--- src/rtl/fc_skew_feeder.sv ---
// Skewing feeder for the left edge of a systolic PE array: row r sees each
// accepted column 1+r cycles after acceptance, with a done pulse per vector.
module fc_skew_feeder #(
  parameter int ROWS = 3,
  parameter int DW   = 8,
  parameter int LEN  = 3
) (
  input  logic                       clk,
  input  logic                       reset,
  input  logic                       in_valid,
  output logic                       in_ready,
  input  logic [ROWS*DW-1:0]         in_data,
  input  logic                       in_last,
  output logic [ROWS*DW-1:0]         out_data,
  output logic [ROWS-1:0]            out_start,
  output logic                       done,
  output logic [$clog2(LEN+1)-1:0]   vec_len
);

  localparam int CW  = $clog2(LEN+1);
  localparam int DRW = (ROWS > 1) ? $clog2(ROWS+1) : 1;

  typedef enum logic [1:0] {
    IDLE  = 2'd0,
    RUN   = 2'd1,
    DRAIN = 2'd2
  } state_t;

  state_t          state;
  logic [CW-1:0]   beat_cnt;
  logic [DRW-1:0]  drain_cnt;
  logic [CW-1:0]   cnt_inc;
  logic            accept;
  logic            final_beat;
  logic [ROWS-1:0] last_sr;
  logic            done_next;

  // Handshake: a beat transfers only in a cycle with in_valid && in_ready;
  // in_ready never depends on in_valid, and is low during DRAIN and reset.
  assign in_ready   = ~reset && (state != DRAIN);
  assign accept     = in_valid && in_ready;
  assign cnt_inc    = beat_cnt + 1'b1;
  assign final_beat = accept && (in_last || (cnt_inc == CW'(LEN)));

  always_ff @(posedge clk) begin
    if (reset) begin
      state     <= IDLE;
      beat_cnt  <= '0;
      drain_cnt <= '0;
    end else begin
      case (state)
        IDLE, RUN: begin
          if (accept) begin
            beat_cnt <= cnt_inc;
            if (final_beat) begin
              state     <= DRAIN;
              drain_cnt <= '0;
            end else begin
              state <= RUN;
            end
          end
        end
        DRAIN: begin
          // Hold the input closed until the last row has emitted the vector.
          if (drain_cnt == DRW'(ROWS-1)) begin
            state     <= IDLE;
            beat_cnt  <= '0;
            drain_cnt <= '0;
          end else begin
            drain_cnt <= drain_cnt + 1'b1;
          end
        end
        default: begin
          state     <= IDLE;
          beat_cnt  <= '0;
          drain_cnt <= '0;
        end
      endcase
    end
  end

  // Per-row delay lines; a non-accepted cycle enters as a zero bubble.
  for (genvar r = 0; r < ROWS; r++) begin : g_row
    logic [DW-1:0] d_sr [0:r];
    logic [r:0]    s_sr;

    always_ff @(posedge clk) begin
      if (reset) begin
        for (int i = 0; i <= r; i++) begin
          d_sr[i] <= '0;
        end
        s_sr <= '0;
      end else begin
        d_sr[0] <= accept ? in_data[r*DW +: DW] : '0;
        s_sr[0] <= accept;
        for (int i = 1; i <= r; i++) begin
          d_sr[i] <= d_sr[i-1];
          s_sr[i] <= s_sr[i-1];
        end
      end
    end

    assign out_data[r*DW +: DW] = d_sr[r];
    assign out_start[r]         = s_sr[r];
  end

  // The final-beat marker travels alongside the slowest lane.
  always_ff @(posedge clk) begin
    if (reset) begin
      last_sr <= '0;
    end else begin
      last_sr[0] <= final_beat;
      for (int i = 1; i < ROWS; i++) begin
        last_sr[i] <= last_sr[i-1];
      end
    end
  end

  if (ROWS == 1) begin : g_done1
    assign done_next = final_beat;
  end else begin : g_donen
    assign done_next = last_sr[ROWS-2];
  end

  assign done = last_sr[ROWS-1];

  // With ROWS==1 the count is captured on the accept edge itself; otherwise
  // beat_cnt is still holding the final count during DRAIN.
  always_ff @(posedge clk) begin
    if (reset) begin
      vec_len <= '0;
    end else if (done_next) begin
      vec_len <= (ROWS == 1) ? cnt_inc : beat_cnt;
    end
  end

endmodule

--- config.mk ---
export PLATFORM = sky130hd
export DESIGN_NAME = fc_skew_feeder
export DESIGN_NICKNAME = d
export VERILOG_FILES = /design/src/rtl/fc_skew_feeder.sv
export SDC_FILE = /design/constraint.sdc
export NUM_CORES = 1
export LEC_CHECK = 0
export BUFFER_PORTS_ARGS = -buffer_cell sky130_fd_sc_hd__buf_2
export CAP_MARGIN = 30
export CORE_AREA = 2 2 67 69
export DETAILED_ROUTE_END_ITERATION = 12
export DIE_AREA = 0 0 69 71
export GPL_TIMING_DRIVEN = 1
export PLACE_DENSITY_LB_ADDON = 0.3
export SYNTH_ARGS = -nofsm -noshare
export SYNTH_HDL_FRONTEND = slang
export SYNTH_SLANG_ARGS = --single-unit
--- constraint.sdc ---
create_clock -name clk -period 1.8 [get_ports clk]
set_clock_uncertainty 0.15 [all_clocks]
set_input_delay 0.09 -clock clk [delete_from_list [all_inputs] [get_ports clk]]
set_output_delay 0.09 -clock clk [all_outputs]
set_load 0.02 [all_outputs]
==> Yosys cells after proc, flatten, opt, wreduce, memory -nomap -nowiden <==
Memories as Yosys holds them, arrays and structs flattened.
Index checks and enable logic that the tools add are counted.
W data, S select, Z words.
{ "op_classes": {"eq_ne": 8, "n_bitwise": 6, "muxes": 23, "reduce_logical": 9, "add_sub_neg": 2} }
{ "op_table": {"columns": ["operator", "n"], "rows": [
  ["$mux W8", 9],
  ["$mux W2", 7],
  ["$pmux W2 S2", 3],
  ["$ne A2 B2 Y1 const B", 4],
  ["$reduce_or A8 Y1", 1],
  ["$eq A2 B2 Y1 const B", 3],
  ["$or A1 B1 Y1", 5],
  ["$add A2 B1 Y2 const B", 2],
  ["$mux W1", 4],
  ["$reduce_and A2 Y1", 2],
  ["$logic_and A1 B1 Y1", 3],
  ["$eq A2 B1 Y1 const B", 1],
  ["$logic_not A2 Y1", 1],
  ["$reduce_or A2 Y1", 1],
  ["$logic_or A1 B1 Y1", 1],
  ["$not A1 Y1", 1]
]} }
{ "word_totals": {"ramBits": 48, "mem_count": 3, "word_cells": 59, "output_inout_bits": 31, "ff_bits": 17, "in_bits": 28} }
{ "memory_table": {"columns": ["memory", "words", "width", "read_ports", "rd_clocked_by_memory_dff", "wr", "line_no", "source"], "rows": [
  ["g_row[2].d_sr", 3, 8, 3, 0, 3, "84", "logic [DW-1:0] d_sr [0:r];"],
  ["g_row[1].d_sr", 2, 8, 2, 0, 2, "84", null],
  ["g_row[0].d_sr", 1, 8, 1, 0, 1, "84", null]
]} }

==> Depth between registers and ports, before layout <==
Gate-level depths: netlist of run 1.
{ "depth": {"ltp_word": 7, "depth_mapped": 5} }

==> Worst setup path after synthesis of run 1 <==
OpenSTA, ideal clock, no wires.
{ "synth_path": {"kind": "register to register", "start": "reg beat_cnt[0]", "end": "reg state[1]", "synth_period_minus_slack_ps": 1267, "path_buffers": 0, "t_arrival_ps": 1000, "stages_incl_launch_ff": 6, "slack_ps": 533, "t_required_ps": 1533, "cell_sequence": "dfxtp_1 inv_1 ha_1 o21ai_0 a2bb2oi_1 nor2_1"} }
{ "synth_via": {"elab_chain_cells": 7} }
{ "synth_lines": {"columns": ["element", "line_no", "source"], "rows": [
  ["from (decl)", "30", "logic [CW-1:0] beat_cnt;"],
  ["from (signal assigned)", "54", "beat_cnt <= cnt_inc;"],
  ["$add A2 B1 Y2", "42", "assign cnt_inc = beat_cnt + 1'b1;"],
  ["$eq A2 B2 Y1", "43", "assign final_beat = accept && (in_last || (cnt_inc == CW'(LEN)));"],
  ["$logic_or A1 B1 Y1", "43", null],
  ["$logic_and A1 B1 Y1", "43", null],
  ["$mux W2", "55", "if (final_beat) begin"],
  ["$mux W2", "53", "if (accept) begin"],
  ["$pmux W2 S2", "51", "case (state)"],
  ["to (signal assigned)", "47", "state <= IDLE;"],
  ["to (signal assigned)", "56", "state <= DRAIN;"],
  ["to (signal assigned)", "59", "state <= RUN;"],
  ["to (decl)", "29", "state_t state;"]
]} }
No other way between the ends. The select of a mux whose other input is x is not followed.
A chain may end at the register's enable or synchronous reset.

==> Final worst setup path of run 1 <==
{ "layout_path": {"start": "reg state[1]", "end": "mem g_row[0].d_sr[0][7]"} }
{ "layout_via": {"elab_chain_cells": 5} }
{ "layout_lines": {"columns": ["element", "line_no", "source"], "rows": [
  ["$ne A2 B2 Y1", "40", "assign in_ready = ~reset && (state != DRAIN);"],
  ["$logic_and A1 B1 Y1", "40", null],
  ["$logic_and A1 B1 Y1", "41", "assign accept = in_valid && in_ready;"],
  ["$mux W8", "94", "d_sr[0] <= accept ? in_data[r*DW +: DW] : '0;"],
  ["$mux W8 (no line)", null, null],
  ["to (decl)", "84", null]
]} }
No other way between the ends.

==> metrics.txt, run 1 <==
# TYPE chip_impl_metric gauge
chip_impl_metric{name="design.core.area",unit="mm2"} 0.004204
chip_impl_metric{name="syn-instance-count",unit=""} 169
chip_impl_info{name="critical_path.startpoint_type",value="flop"} 1
chip_impl_metric{name="drt-vias-per-instance",unit=""} 4.237
chip_impl_metric{name="cellInternalPower",unit="W"} 0.002228
chip_impl_metric{name="clock_sinks",unit=""} 62
chip_impl_metric{name="detail_route.wirelength.met1",unit="mm"} 1.277
chip_impl_metric{name="net-switching-power",unit="W"} 0.0006329
chip_impl_metric{name="final_area",unit="mm2"} 0.002624
chip_impl_metric{name="clock_path_buffers",unit=""} 2
chip_impl_metric{name="reg2regPathDepth",unit=""} 3
chip_impl_info{name="min-delay-path-class",value="reg2reg"} 1
chip_impl_metric{name="cp.buffers_inverters",unit=""} 0
chip_impl_metric{name="distinct_cells_synth",unit=""} 23
chip_impl_metric{name="worst_endpoint_required_time",unit="ns"} 1.91
chip_impl_metric{name="yosysSeqAreaShare",unit="%"} 63.35
chip_impl_metric{name="clkSlewWorstSetupHoldPaths",unit="ns"} 0.07
chip_impl_metric{name="r2r_slack",unit="ns"} 0.18
chip_impl_metric{name="p_sw_share",unit="%"} 22.12
chip_impl_info{name="timing.critical_path.to_type",value="flop"} 1
chip_impl_metric{name="fp.dieArea",unit="mm2"} 0.004899
chip_impl_metric{name="routed_length_per_placed_instance",unit="um"} 10.92
chip_impl_metric{name="overflow",unit=""} 0
chip_impl_info{name="synth.cells.most_frequent",value="sky130_fd_sc_hd__dfxtp_1 (62), sky130_fd_sc_hd__nor2b_1 (30), sky130_fd_sc_hd__and2_1 (19)"} 1
chip_impl_metric{name="timing_max_transition_violations_final",unit=""} 0
chip_impl_info{name="synthFlopType",value="sky130_fd_sc_hd__dfxtp_1"} 1
chip_impl_info{name="cts-root-buf",value="sky130_fd_sc_hd__clkbuf_8"} 1
chip_impl_metric{name="met2_length",unit="mm"} 1.739
chip_impl_metric{name="sequential_share_of_power",unit="%"} 50.5
chip_impl_metric{name="time_the_final_worst_path_needs_with_i_o_delays_and_setup",unit="ns"} 1.625
chip_impl_metric{name="first_global_vias",unit=""} 1264
chip_impl_metric{name="worst_path_max_fanout",unit=""} 26
chip_impl_info{name="r2r_start",value="state[1]"} 1
chip_impl_metric{name="dr.first_iter.drc_count",unit=""} 55
chip_impl_metric{name="syn-num-nets",unit=""} 198
chip_impl_info{name="critPathKind",value="reg2reg"} 1
chip_impl_metric{name="leakagePower",unit="nW"} 1.213
chip_impl_metric{name="mean_area_per_synthesized_cell",unit="um2"} 11.59
chip_impl_metric{name="dpl_cell_area",unit="mm2"} 0.002155
chip_impl_metric{name="synthesis_to_finish_area_growth",unit="%"} 33.91
chip_impl_metric{name="top_cell_type_s_share_of_synthesized_area",unit="%"} 63.35
chip_impl_metric{name="met3_length",unit="um"} 185
chip_impl_metric{name="floorplan.initialDensity",unit="%"} 46.61
chip_impl_metric{name="remaining_drc_errors",unit=""} 0
chip_impl_metric{name="max_stage_delay",unit="ns"} 0.62
chip_impl_info{name="rsz0062_at_grt",value="false"} 1
chip_impl_metric{name="slew_headroom",unit="%"} 50.71
chip_impl_metric{name="grt_start_max_net_pins",unit=""} 38
chip_impl_metric{name="diodes",unit=""} 0
chip_impl_metric{name="drive_gt1_share",unit="%"} 32.66
chip_impl_info{name="setup.worst_path.start",value="state[1]"} 1
chip_impl_info{name="outcome",value="completed"} 1
chip_impl_metric{name="htreeDepth",unit=""} 3
chip_impl_metric{name="hpwlAfterDp",unit="mm"} 1.905
chip_impl_metric{name="port_buffers",unit=""} 58
chip_impl_metric{name="yosys_register_bits",unit=""} 62
chip_impl_metric{name="drt-total-wl",unit="mm"} 3.276
chip_impl_metric{name="filler_cell_count",unit=""} 353
chip_impl_info{name="crit_reg_reg_endpoint",value="g_row[0].d_sr[0][7]"} 1
chip_impl_metric{name="place_congestion",unit=""} 0.7896
chip_impl_metric{name="clkLatencyLatePin",unit="ns"} 0.32
chip_impl_metric{name="nNetsFinal",unit=""} 272
chip_impl_metric{name="post-cts-setup-buffer-count",unit=""} 0
chip_impl_metric{name="finalSetupViolCount",unit=""} 0
chip_impl_info{name="synth_top_area_cells",value="sky130_fd_sc_hd__dfxtp_1 (63%), sky130_fd_sc_hd__nor2b_1 (9.6%), sky130_fd_sc_hd__buf_4 (6.5%), sky130_fd_sc_hd__and2_1 (6.1%), sky130_fd_sc_hd__and2_2 (1.9%)"} 1
chip_impl_metric{name="num_io_pins",unit=""} 59
chip_impl_metric{name="die_width",unit="um"} 69
chip_impl_metric{name="fin_crit_sh",unit="%"} 90.26
chip_impl_metric{name="cp.depth",unit=""} 3
chip_impl_metric{name="antenna_found_initial",unit=""} 0
chip_impl_metric{name="floorplan.rows",unit=""} 24
chip_impl_info{name="setup.worst_path.end",value="g_row[0].d_sr[0][7]"} 1
chip_impl_metric{name="clock_power_share",unit="%"} 41.6
chip_impl_metric{name="fp.dieH",unit="um"} 71
chip_impl_info{name="yosys.area.top_type",value="sky130_fd_sc_hd__dfxtp_1"} 1
chip_impl_metric{name="irDropWorstVdd",unit="mV"} 0.6522
chip_impl_info{name="critical-path-slowest-cell",value="sky130_fd_sc_hd__nor3b_4"} 1
chip_impl_metric{name="worst-slew-pin-transition",unit="ns"} 0.7385
chip_impl_info{name="routed.top_layer",value="met4"} 1
chip_impl_metric{name="grt_usage",unit="%"} 14.52
chip_impl_metric{name="cts.repair.resized",unit=""} 0
chip_impl_info{name="crit_chain",value="nor2b_4 -> nor3b_4 -> and2_2"} 1
chip_impl_metric{name="power-per-cell-area",unit="mW/mm2"} 1090
chip_impl_info{name="tritoncts_clock_tree",value="built"} 1
chip_impl_metric{name="cap_viol_max_count",unit=""} 0
chip_impl_metric{name="timing.final.hold_violations",unit=""} 0
chip_impl_metric{name="synth.yosys.warnings",unit=""} 0
chip_impl_metric{name="numCtsBuffers",unit=""} 9
chip_impl_metric{name="netlist_area",unit="mm2"} 0.001959
chip_impl_metric{name="routed-via-count",unit=""} 1271
chip_impl_metric{name="firstDrtPassIters",unit=""} 4
chip_impl_info{name="kind_of_cell_adding_the_most_delay_to_the_critical_path",value="simple AND/OR/NAND/NOR gates"} 1
chip_impl_metric{name="async_flop_share",unit="%"} 0
chip_impl_metric{name="worst-endpoint-arrival",unit="ns"} 1.74
chip_impl_metric{name="grt_pass1_wl",unit="mm"} 5.326
chip_impl_metric{name="maxClockFrequency",unit="MHz"} 615.5
chip_impl_metric{name="setup_total_negative_slack",unit="ns"} 0
chip_impl_info{name="most_used_standard_cell_by_instance_count_after_synthesis",value="sky130_fd_sc_hd__dfxtp_1"} 1
chip_impl_metric{name="edff_count_synth",unit=""} 0
chip_impl_metric{name="hold_buffers",unit=""} 27
chip_impl_metric{name="combPwrFrac",unit="%"} 7.9
chip_impl_metric{name="ant_nets",unit=""} 0
[per-layer routing]
layer,global-route usage [%],up-vias
met1,14.42,570
met5,0,-
met2,25.32,38
met3,4.986,6
met4,10.46,0
li1,-,657
[kinds of logic after synthesis]
kind of cell / synth area share, %
compound gates: 2.427
mux: 1.533
simple gates: 22.92
buf+inv: 9.131
fa+ha+maj: 0.6385
flops: 63.35
[state kept, by name, indices dropped and copies added (netlist names)]
register	flops
state	2
last_sr	3
g_row.s_sr	3
beat_cnt	2
drain_cnt	2
vec_len	2
g_row.d_sr	48
[power groups by stage]
stage / logic, W / clock network (W) / registers (W)
final: 0.000225 / 0.00119 / 0.00145
after floorplan: 0.000121 / 0 / 0.00149
after CTS: 0.000226 / 0.00122 / 0.00145
after global routing: 0.000249 / 0.00128 / 0.00145
after detailed placement: 0.000182 / 0 / 0.00148
after global placement: 0.000179 / 0 / 0.00148
[cell usage in the layout, fill, tap and decap left out]
master                          count
sky130_fd_sc_hd__clkbuf_1           1
sky130_fd_sc_hd__inv_6              1
sky130_fd_sc_hd__nor2_1             7
sky130_fd_sc_hd__o31ai_1            1
sky130_fd_sc_hd__o21ai_0            2
sky130_fd_sc_hd__nor4b_1            1
sky130_fd_sc_hd__mux2i_1            3
sky130_fd_sc_hd__nor4bb_1           1
sky130_fd_sc_hd__and2_1            19
sky130_fd_sc_hd__nor2b_4            1
sky130_fd_sc_hd__bufinv_16          1
sky130_fd_sc_hd__and2_2             5
sky130_fd_sc_hd__dfxtp_1           62
sky130_fd_sc_hd__buf_2             58
sky130_fd_sc_hd__dlygate4sd3_1     27
sky130_fd_sc_hd__nor3b_4            1
sky130_fd_sc_hd__clkinv_4           1
sky130_fd_sc_hd__clkinv_2           2
sky130_fd_sc_hd__buf_4              1
sky130_fd_sc_hd__nor3_1             1
sky130_fd_sc_hd__nand3_1            2
sky130_fd_sc_hd__a31oi_1            2
sky130_fd_sc_hd__a2bb2oi_1          2
sky130_fd_sc_hd__ha_1               1
sky130_fd_sc_hd__nand2b_1           2
sky130_fd_sc_hd__clkbuf_8          10
sky130_fd_sc_hd__inv_1              3
sky130_fd_sc_hd__nor2b_1           30
[metrics by stage]
stage | power, W | util (%) | hold slack [ns] | worst slack, ns | cells
CTS | 0.002891 | 62.41 | 0.2863 | 0.1207 | 300
global placement | 0.001654 | 51.25 | 0.1387 | 0.2211 | 257
finish | 0.002861 | 62.41 | 0.2840 | 0.1753 | 300
global route | 0.002981 | 62.41 | 0.3048 | 0.02168 | 300
detailed placement | 0.001658 | 51.25 | 0.1416 | 0.1522 | 257
floorplan | 0.001607 | - | 0.06171 | 0.5326 | 169
[worst min-delay path by stage]
stage                                   start              endpoint  depth (start not counted)
after floorplan                    in_data[0]   g_row[0].d_sr[0][0]                          1
after global placement             in_data[3]   g_row[0].d_sr[0][3]                          2
after detailed placement          in_data[14]   g_row[1].d_sr[0][6]                          2
after CTS                          last_sr[0]            last_sr[1]                          1
after global routing      g_row[2].d_sr[0][6]  g_row[2].d_sr[0][14]                          1
final                     g_row[2].d_sr[0][6]  g_row[2].d_sr[0][14]                          1
[cell type report]
class / instances / area, um2 / area share, %
inverters: 3 / 11.26 / 0.4292
flip-flops and latches: 62 / 1241 / 47.31
clock inverters: 5 / 57.56 / 2.194
repair buffers: 86 / 568.0 / 21.65
well taps: 52 / 65.06 / 2.480
multi-input cells: 81 / 539.3 / 20.55
clock buffers: 11 / 141.4 / 5.389
Power figures use the tool's default switching activity.
==> inputs of run 2 (changes only) <==
--- a/config.mk
+++ b/config.mk
@@ -5,6 +5,7 @@
 export SDC_FILE = /design/constraint.sdc
 export NUM_CORES = 1
 export LEC_CHECK = 0
+export ABC_AREA = 1
 export BUFFER_PORTS_ARGS = -buffer_cell sky130_fd_sc_hd__buf_2
 export CAP_MARGIN = 30
 export CORE_AREA = 2 2 67 69
@@ -12,6 +13,8 @@
 export DIE_AREA = 0 0 69 71
 export GPL_TIMING_DRIVEN = 1
 export PLACE_DENSITY_LB_ADDON = 0.3
+export SLEW_MARGIN = 20
 export SYNTH_ARGS = -nofsm -noshare
 export SYNTH_HDL_FRONTEND = slang
 export SYNTH_SLANG_ARGS = --single-unit
+export TNS_END_PERCENT = 50
==> metrics.txt, run 2 <==
# TYPE chip_impl_metric gauge
chip_impl_info{name="outcome",value="completed"} 1
chip_impl_info{name="min-delay-path-class",value="reg2reg"} 1
chip_impl_metric{name="netlist_area",unit="mm2"} 0.002017
chip_impl_metric{name="power-per-cell-area",unit="mW/mm2"} 1100
chip_impl_metric{name="dr.first_iter.drc_count",unit=""} 49
chip_impl_metric{name="edff_count_synth",unit=""} 0
chip_impl_metric{name="fp.dieArea",unit="mm2"} 0.004899
chip_impl_metric{name="clock_sinks",unit=""} 62
chip_impl_metric{name="design.core.area",unit="mm2"} 0.004204
chip_impl_metric{name="filler_cell_count",unit=""} 341
chip_impl_metric{name="clkSlewWorstSetupHoldPaths",unit="ns"} 0.06
chip_impl_info{name="cts-root-buf",value="sky130_fd_sc_hd__clkbuf_8"} 1
chip_impl_metric{name="numCtsBuffers",unit=""} 9
chip_impl_metric{name="cp.buffers_inverters",unit=""} 4
chip_impl_metric{name="firstDrtPassIters",unit=""} 6
chip_impl_metric{name="basic_gate_share_of_the_synthesized_area_counting_and_or_nand_and_nor_cells",unit="%"} 16.19
chip_impl_metric{name="fin_ws",unit="ns"} 0.2222
chip_impl_metric{name="synthesis_to_finish_area_growth",unit="%"} 39.45
chip_impl_metric{name="largest_register_ff_count",unit=""} 48
chip_impl_metric{name="syn-instance-count",unit=""} 235
chip_impl_info{name="critical_path.startpoint_type",value="input pin"} 1
chip_impl_info{name="synth.cells.most_frequent",value="sky130_fd_sc_hd__dfxtp_1 (62), sky130_fd_sc_hd__inv_1 (61), sky130_fd_sc_hd__nor2_1 (58)"} 1
chip_impl_metric{name="dpl_cell_area",unit="mm2"} 0.002238
chip_impl_metric{name="irDropWorstVdd",unit="mV"} 0.7710
chip_impl_metric{name="overflow",unit=""} 0
chip_impl_info{name="main_combinational_cell_family_by_area_after_synthesis",value="buffers and inverters"} 1
chip_impl_metric{name="sequential_share_of_power",unit="%"} 46.7
chip_impl_info{name="crit_chain",value="dlygate4sd3_1 -> buf_2 -> inv_2 -> nand2_2 -> nor2_4 -> dlygate4sd3_1"} 1
chip_impl_metric{name="post_layout_nonfiller_instances",unit=""} 375
chip_impl_metric{name="hpwlAfterDp",unit="mm"} 1.950
chip_impl_metric{name="synth_fa_ha_area_share",unit="%"} 0.6203
chip_impl_metric{name="time_the_final_worst_path_needs_with_i_o_delays_and_setup",unit="ns"} 1.578
chip_impl_metric{name="ant_nets",unit=""} 0
chip_impl_metric{name="port_buffers",unit=""} 58
chip_impl_metric{name="multiplexer_area_fraction_after_synthesis",unit="%"} 0
chip_impl_metric{name="synth_compound_area_share",unit="%"} 2.730
chip_impl_metric{name="setup_total_negative_slack",unit="ns"} 0
chip_impl_metric{name="net-switching-power",unit="W"} 0.0006482
chip_impl_info{name="critPathKind",value="in2reg"} 1
chip_impl_metric{name="p_sw_share",unit="%"} 20.96
chip_impl_metric{name="fp.dieH",unit="um"} 71
chip_impl_info{name="most_used_standard_cell_by_instance_count_after_synthesis",value="sky130_fd_sc_hd__dfxtp_1"} 1
chip_impl_metric{name="yosys_register_bits",unit=""} 62
chip_impl_info{name="tritoncts_clock_tree",value="built"} 1
chip_impl_info{name="crit_top_cell",value="sky130_fd_sc_hd__dlygate4sd3_1"} 1
chip_impl_info{name="largest_register_by_flop_count",value="g_row.d_sr"} 1
chip_impl_metric{name="finalSetupViolCount",unit=""} 0
chip_impl_metric{name="drt-total-wl",unit="mm"} 3.485
chip_impl_metric{name="clock_power_share",unit="%"} 44.7
chip_impl_info{name="critical-path-slowest-cell",value="sky130_fd_sc_hd__dlygate4sd3_1"} 1
chip_impl_metric{name="diodes",unit=""} 0
chip_impl_metric{name="timing_max_transition_violations_final",unit=""} 0
chip_impl_metric{name="grt_usage",unit="%"} 15.86
chip_impl_metric{name="die_width",unit="um"} 69
chip_impl_metric{name="grt_start_max_net_pins",unit=""} 31
chip_impl_metric{name="final_core_util",unit="%"} 66.90
chip_impl_metric{name="maxClockFrequency",unit="MHz"} 633.8
chip_impl_metric{name="slew_headroom",unit="%"} 80.13
chip_impl_metric{name="cap_viol_max_count",unit=""} 0
chip_impl_metric{name="synth.yosys.warnings",unit=""} 0
chip_impl_metric{name="async_flop_share",unit="%"} 0
chip_impl_metric{name="worst-slew-pin-transition",unit="ns"} 0.2981
chip_impl_metric{name="drive_gt1_share",unit="%"} 25.39
chip_impl_metric{name="leakagePower",unit="nW"} 1.466
chip_impl_metric{name="post-place-cells",unit=""} 325
chip_impl_metric{name="drt-vias-per-instance",unit=""} 3.981
chip_impl_metric{name="cts.repair.resized",unit=""} 0
chip_impl_metric{name="routed_length_per_placed_instance",unit="um"} 9.293
chip_impl_metric{name="cellInternalPower",unit="W"} 0.002444
chip_impl_metric{name="fin_crit_sh",unit="%"} 87.66
chip_impl_metric{name="first_global_vias",unit=""} 1420
chip_impl_metric{name="timing.final.hold_violations",unit=""} 0
chip_impl_metric{name="synth_area_in_xor_xnor",unit="%"} 0
chip_impl_metric{name="distinct_cells_synth",unit=""} 17
chip_impl_metric{name="max_stage_delay",unit="ns"} 0.58
chip_impl_metric{name="top_cell_type_s_share_of_synthesized_area",unit="%"} 61.54
chip_impl_info{name="synth_top_area_cells",value="sky130_fd_sc_hd__dfxtp_1 (62%), sky130_fd_sc_hd__inv_1 (11%), sky130_fd_sc_hd__nor2_1 (11%), sky130_fd_sc_hd__buf_4 (6.3%), sky130_fd_sc_hd__a21oi_1 (1.7%)"} 1
chip_impl_info{name="timing.critical_path.to_type",value="flop"} 1
chip_impl_metric{name="nNetsFinal",unit=""} 347
chip_impl_info{name="kind_of_cell_adding_the_most_delay_to_the_critical_path",value="buffers and inverters"} 1
chip_impl_metric{name="htreeDepth",unit=""} 3
chip_impl_info{name="synthFlopType",value="sky130_fd_sc_hd__dfxtp_1"} 1
chip_impl_metric{name="place_congestion",unit=""} 0.6970
chip_impl_metric{name="worst-endpoint-arrival",unit="ns"} 1.69
chip_impl_metric{name="clock_path_buffers",unit=""} 2
chip_impl_metric{name="final_area",unit="mm2"} 0.002813
chip_impl_metric{name="antenna_found_initial",unit=""} 0
chip_impl_info{name="yosys.area.top_type",value="sky130_fd_sc_hd__dfxtp_1"} 1
chip_impl_info{name="rsz0062_at_grt",value="false"} 1
chip_impl_metric{name="remaining_drc_errors",unit=""} 0
chip_impl_metric{name="syn-num-nets",unit=""} 264
chip_impl_metric{name="pre_cts_slack",unit="ns"} 0.4786
chip_impl_metric{name="grt_pass1_wl",unit="mm"} 6.003
chip_impl_metric{name="worst_path_max_fanout",unit=""} 8
chip_impl_metric{name="floorplan.rows",unit=""} 24
chip_impl_metric{name="combPwrFrac",unit="%"} 8.5
chip_impl_info{name="mostFrequentLayoutCells",value="sky130_fd_sc_hd__dfxtp_1 (62), sky130_fd_sc_hd__inv_1 (61), sky130_fd_sc_hd__nor2_1 (58), sky130_fd_sc_hd__buf_2 (58), sky130_fd_sc_hd__dlygate4sd3_1 (34)"} 1
chip_impl_metric{name="routed-via-count",unit=""} 1493
chip_impl_info{name="mostFrequentLayoutCell",value="sky130_fd_sc_hd__dfxtp_1"} 1
chip_impl_metric{name="num_io_pins",unit=""} 59
chip_impl_metric{name="floorplan.initialDensity",unit="%"} 47.98
chip_impl_metric{name="clkLatencyLatePin",unit="ns"} 0.33
chip_impl_metric{name="yosysSeqAreaShare",unit="%"} 61.54
chip_impl_info{name="largest_registers",value="g_row.d_sr x48, g_row.s_sr x3, last_sr x3"} 1
chip_impl_metric{name="mean_area_per_synthesized_cell",unit="um2"} 8.583
chip_impl_metric{name="worst_endpoint_required_time",unit="ns"} 1.91
[run 2: cell count changes after synthesis, moves of 7 or more]
cell	previous run	this run
sky130_fd_sc_hd__and2_1	19	0
sky130_fd_sc_hd__a21oi_1	0	7
sky130_fd_sc_hd__nor2b_1	30	0
sky130_fd_sc_hd__inv_1	3	61
sky130_fd_sc_hd__nand2_1	0	9
sky130_fd_sc_hd__nor2_1	7	58
[run 2: metal layers]
metal | wire length [um] | global-route usage [%] | vias up
li1 | - | - | 813
met1 | 1584 | 17.33 | 613
met2 | 1522 | 25.21 | 56
met3 | 277 | 6.695 | 11
met4 | 101 | 10.68 | 0
met5 | 0 | 0 | -
[run 2: worst paths after layout]
check | start | to | slack, ns | cells past startpoint
worst min register to register | g_row[2].d_sr[0][10] | g_row[2].d_sr[0][18] | 0.25 | 2
worst min-delay path | g_row[2].d_sr[0][10] | g_row[2].d_sr[0][18] | 0.25 | 2
worst max register to register | state[0] | g_row[1].s_sr[0] | 0.29 | 5
worst max-delay path | reset | g_row[1].s_sr[0] | 0.22 | 6
[run 2: power by group through the flow]
stage	clock network, W	logic (W)	registers (W)
2_1_floorplan	0	0.000133	0.00149
3_3_place_gp	0	0.000204	0.00147
3_5_place_dp	0	0.000208	0.00147
4_1_cts	0.00143	0.000264	0.00144
5_1_grt	0.00148	0.000299	0.00145
6_report	0.00138	0.000264	0.00145
[run 2: stage by stage]
stage | total power, W | hold slack (ns)
floorplan | 0.001621 | 0.05222
global placement | 0.001677 | 0.1514
detailed placement | 0.001683 | 0.1586
CTS | 0.003141 | 0.2486
global route | 0.003227 | 0.2589
finish | 0.003093 | 0.2466
[run 2: timing repair]
item,4_1_cts,5_1_grt
buffers inserted,0,0
endpoints found under the hold margin,33,0
endpoints found under the setup margin,0,0
hold buffers,34,0
[run 2: area by class of cell]
type                    instances  area [um2]  area share [%]
repair buffers                 94       645.6           22.95
multi-input cells              89       394.1           14.01
clock inverters                 3       65.06           2.313
clock buffers                  13       168.9           6.005
flip-flops and latches         62        1241           44.13
well taps                      52       65.06           2.313
inverters                      62       232.7           8.274
[run 2: kinds of logic (layout without fill, tap and decap cells)]
logic type | after synthesis | count (layout)
simple gates | 77 | 77
buf+inv | 84 | 172
flops | 62 | 62
fa+ha+maj | 1 | 1
compound gates | 11 | 11
[run 2: tightest hold or removal path: cells and delay by family, from the launching register on]
kind	cells	cell delay (ns)
buffers and inverters	1	0.04
DFF	1	0.29
and+or+nand+nor	1	0.03
==> inputs of run 3 (changes only) <==
--- a/config.mk
+++ b/config.mk
@@ -6,11 +6,14 @@
 export NUM_CORES = 1
 export LEC_CHECK = 0
 export ABC_AREA = 1
+export ABC_CLOCK_PERIOD_IN_PS = 1800
 export BUFFER_PORTS_ARGS = -buffer_cell sky130_fd_sc_hd__buf_2
 export CAP_MARGIN = 30
-export CORE_AREA = 2 2 67 69
+export CELL_PAD_IN_SITES_DETAIL_PLACEMENT = 1
+export CELL_PAD_IN_SITES_GLOBAL_PLACEMENT = 1
+export CORE_AREA = 2 2 78 80
 export DETAILED_ROUTE_END_ITERATION = 12
-export DIE_AREA = 0 0 69 71
+export DIE_AREA = 0 0 80 82
 export GPL_TIMING_DRIVEN = 1
 export PLACE_DENSITY_LB_ADDON = 0.3
 export SLEW_MARGIN = 20
==> metrics.txt, run 3 (synthesis results as in run 2) <==
# TYPE chip_impl_metric gauge
chip_impl_metric{name="overflow",unit=""} 0
chip_impl_metric{name="fp.dieArea",unit="mm2"} 0.006560
chip_impl_metric{name="drive_gt1_share",unit="%"} 25.31
chip_impl_metric{name="diodes",unit=""} 0
chip_impl_metric{name="first_global_vias",unit=""} 1596
chip_impl_metric{name="leakagePower",unit="nW"} 1.459
chip_impl_metric{name="post-cts-setup-buffer-count",unit=""} 0
chip_impl_metric{name="timing.final.hold_violations",unit=""} 0
chip_impl_info{name="hold_start",value="g_row[1].d_sr[0][0]"} 1
chip_impl_metric{name="post-place-cells",unit=""} 348
chip_impl_metric{name="hpwlAfterDp",unit="mm"} 2.528
chip_impl_metric{name="drt-total-wl",unit="mm"} 4.101
chip_impl_metric{name="antenna_found_initial",unit=""} 0
chip_impl_metric{name="numCtsBuffers",unit=""} 9
chip_impl_info{name="rsz0062_at_grt",value="false"} 1
chip_impl_info{name="largest_registers",value="g_row.d_sr x48, g_row.s_sr x3, last_sr x3"} 1
chip_impl_metric{name="clock_path_buffers",unit=""} 2
chip_impl_info{name="critPathKind",value="in2reg"} 1
chip_impl_metric{name="synthesis_to_finish_area_growth",unit="%"} 39.70
chip_impl_metric{name="power-per-cell-area",unit="mW/mm2"} 1044
chip_impl_metric{name="grt_usage",unit="%"} 13.58
chip_impl_info{name="tritoncts_clock_tree",value="built"} 1
chip_impl_metric{name="detail_route.wirelength.met1",unit="mm"} 1.716
chip_impl_metric{name="met2_length",unit="mm"} 2.022
chip_impl_metric{name="setup_total_negative_slack",unit="ns"} 0
chip_impl_info{name="mostFrequentLayoutCells",value="sky130_fd_sc_hd__dfxtp_1 (62), sky130_fd_sc_hd__inv_1 (61), sky130_fd_sc_hd__nor2_1 (58), sky130_fd_sc_hd__buf_2 (58), sky130_fd_sc_hd__dlygate4sd3_1 (35)"} 1
chip_impl_metric{name="maxClockFrequency",unit="MHz"} 600.3
chip_impl_metric{name="slew_headroom",unit="%"} 79.04
chip_impl_info{name="r2r_start",value="state[0]"} 1
chip_impl_info{name="critical_path.startpoint_type",value="input pin"} 1
chip_impl_metric{name="nNetsFinal",unit=""} 348
chip_impl_metric{name="filler_cell_count",unit=""} 702
chip_impl_metric{name="cap_viol_max_count",unit=""} 0
chip_impl_metric{name="fp.dieH",unit="um"} 82
chip_impl_info{name="cts-root-buf",value="sky130_fd_sc_hd__clkbuf_8"} 1
chip_impl_metric{name="post_layout_nonfiller_instances",unit=""} 399
chip_impl_metric{name="port_buffers",unit=""} 58
chip_impl_metric{name="met3_length",unit="um"} 277
chip_impl_metric{name="worst-slew-pin-transition",unit="ns"} 0.3144
chip_impl_metric{name="ant_nets",unit=""} 0
chip_impl_metric{name="finalSetupViolCount",unit=""} 0
chip_impl_metric{name="firstDrtPassIters",unit=""} 3
chip_impl_metric{name="design.core.area",unit="mm2"} 0.005746
chip_impl_metric{name="area_taken_by_multi_input_logic_gates",unit="um2"} 394.1
chip_impl_metric{name="clkSlewWorstSetupHoldPaths",unit="ns"} 0.06
chip_impl_metric{name="timing_max_transition_violations_final",unit=""} 0
chip_impl_metric{name="sequential_cell_area",unit="mm2"} 0.001241
chip_impl_metric{name="num_io_pins",unit=""} 59
chip_impl_metric{name="total_design_power",unit="W"} 0.002940
chip_impl_metric{name="floorplan.initialDensity",unit="%"} 35.10
chip_impl_metric{name="time_the_final_worst_path_needs_with_i_o_delays_and_setup",unit="ns"} 1.666
chip_impl_metric{name="htreeDepth",unit=""} 3
chip_impl_metric{name="r2r_slack",unit="ns"} 0.22
chip_impl_metric{name="die_width",unit="um"} 80
chip_impl_info{name="routed.top_layer",value="met4"} 1
chip_impl_metric{name="worst_endpoint_required_time",unit="ns"} 1.92
chip_impl_info{name="mostFrequentLayoutCell",value="sky130_fd_sc_hd__dfxtp_1"} 1
chip_impl_metric{name="place_congestion",unit=""} 0.7375
chip_impl_metric{name="clkLatencyLatePin",unit="ns"} 0.34
chip_impl_metric{name="dr.first_iter.drc_count",unit=""} 31
chip_impl_metric{name="grt_start_max_net_pins",unit=""} 31
chip_impl_metric{name="fin_crit_sh",unit="%"} 92.55
chip_impl_metric{name="worst-endpoint-arrival",unit="ns"} 1.79
chip_impl_info{name="min-delay-path-class",value="reg2reg"} 1
chip_impl_metric{name="remaining_drc_errors",unit=""} 0
chip_impl_info{name="setup.worst_path.start",value="reset"} 1
chip_impl_metric{name="floorplan.rows",unit=""} 28
chip_impl_metric{name="holdWs",unit="ns"} 0.2486
chip_impl_metric{name="irDropWorstVdd",unit="mV"} 0.4127
chip_impl_metric{name="grt_pass1_wl",unit="mm"} 6.624
chip_impl_info{name="largest_register_by_flop_count",value="g_row.d_sr"} 1
chip_impl_metric{name="clock_sinks",unit=""} 62
chip_impl_metric{name="drt-vias-per-instance",unit=""} 3.980
chip_impl_metric{name="routed-via-count",unit=""} 1588
chip_impl_metric{name="worst_path_max_fanout",unit=""} 10
chip_impl_metric{name="routed_length_per_placed_instance",unit="um"} 10.28
chip_impl_info{name="outcome",value="completed"} 1
chip_impl_metric{name="largest_register_ff_count",unit=""} 48
chip_impl_info{name="timing.critical_path.to_type",value="flop"} 1
-- run 3: cell types whose count changed in the layout (fill, tap and decap cells not counted), sizes merged --
cell         change
bufinv           -1
dlygate4sd3      +1
clkbuf           -1
clkinv           +2
-- run 3: metal layers --
metal / track usage [%] / up-vias
met5: 0 / -
met2: 24.17 / 48
met1: 13.70 / 717
met3: 6.044 / 10
li1: - / 813
met4: 6.102 / 0
-- run 3: area by class of cell --
type | instances | share of cell area [%]
multi-input cells | 89 | 13.99
well taps | 75 | 3.330
inverters | 62 | 8.259
repair buffers | 95 | 23.27
flip-flops and latches | 62 | 44.05
clock inverters | 4 | 1.599
clock buffers | 12 | 5.506
-- run 3: repair_timing --
item,4_1_cts,5_1_grt
hold buffers,35,0
hold endpoints to repair,33,0
gates resized for setup,0,0
-- run 3: worst paths after layout --
kind,cells after the start,to
max,6,g_row[2].d_sr[0][4]
min,2,g_row[1].d_sr[0][8]
max reg2reg,5,g_row[2].d_sr[0][4]
min reg2reg,2,g_row[1].d_sr[0][8]
-- run 3: report_power, final --
group          switching [W]  internal (W)  leakage, nW
Combinational       0.000144      0.000127        0.847
Sequential         0.0000180       0.00143        0.506
Clock               0.000516      0.000708        0.106
-- run 3: worst max-delay path: stages --
cell and delay, ns:
sky130_fd_sc_hd__dlygate4sd3_1 0.54, sky130_fd_sc_hd__buf_2 0.14, sky130_fd_sc_hd__inv_2 0.14, sky130_fd_sc_hd__nand3_4 0.18
sky130_fd_sc_hd__nor2_1 0.13, sky130_fd_sc_hd__dlygate4sd3_1 0.56
-- run 3: per-stage QoR --
stage          util (%)  worst slack (ns)  area, um2
2_1_floorplan         -            0.5299       2017
3_3_place_gp      39.46            0.4916       2267
3_5_place_dp      39.46            0.4621       2267
4_1_cts           49.04            0.1688       2818
5_1_grt           49.04           0.06141       2818
6_report          49.04            0.1341       2818
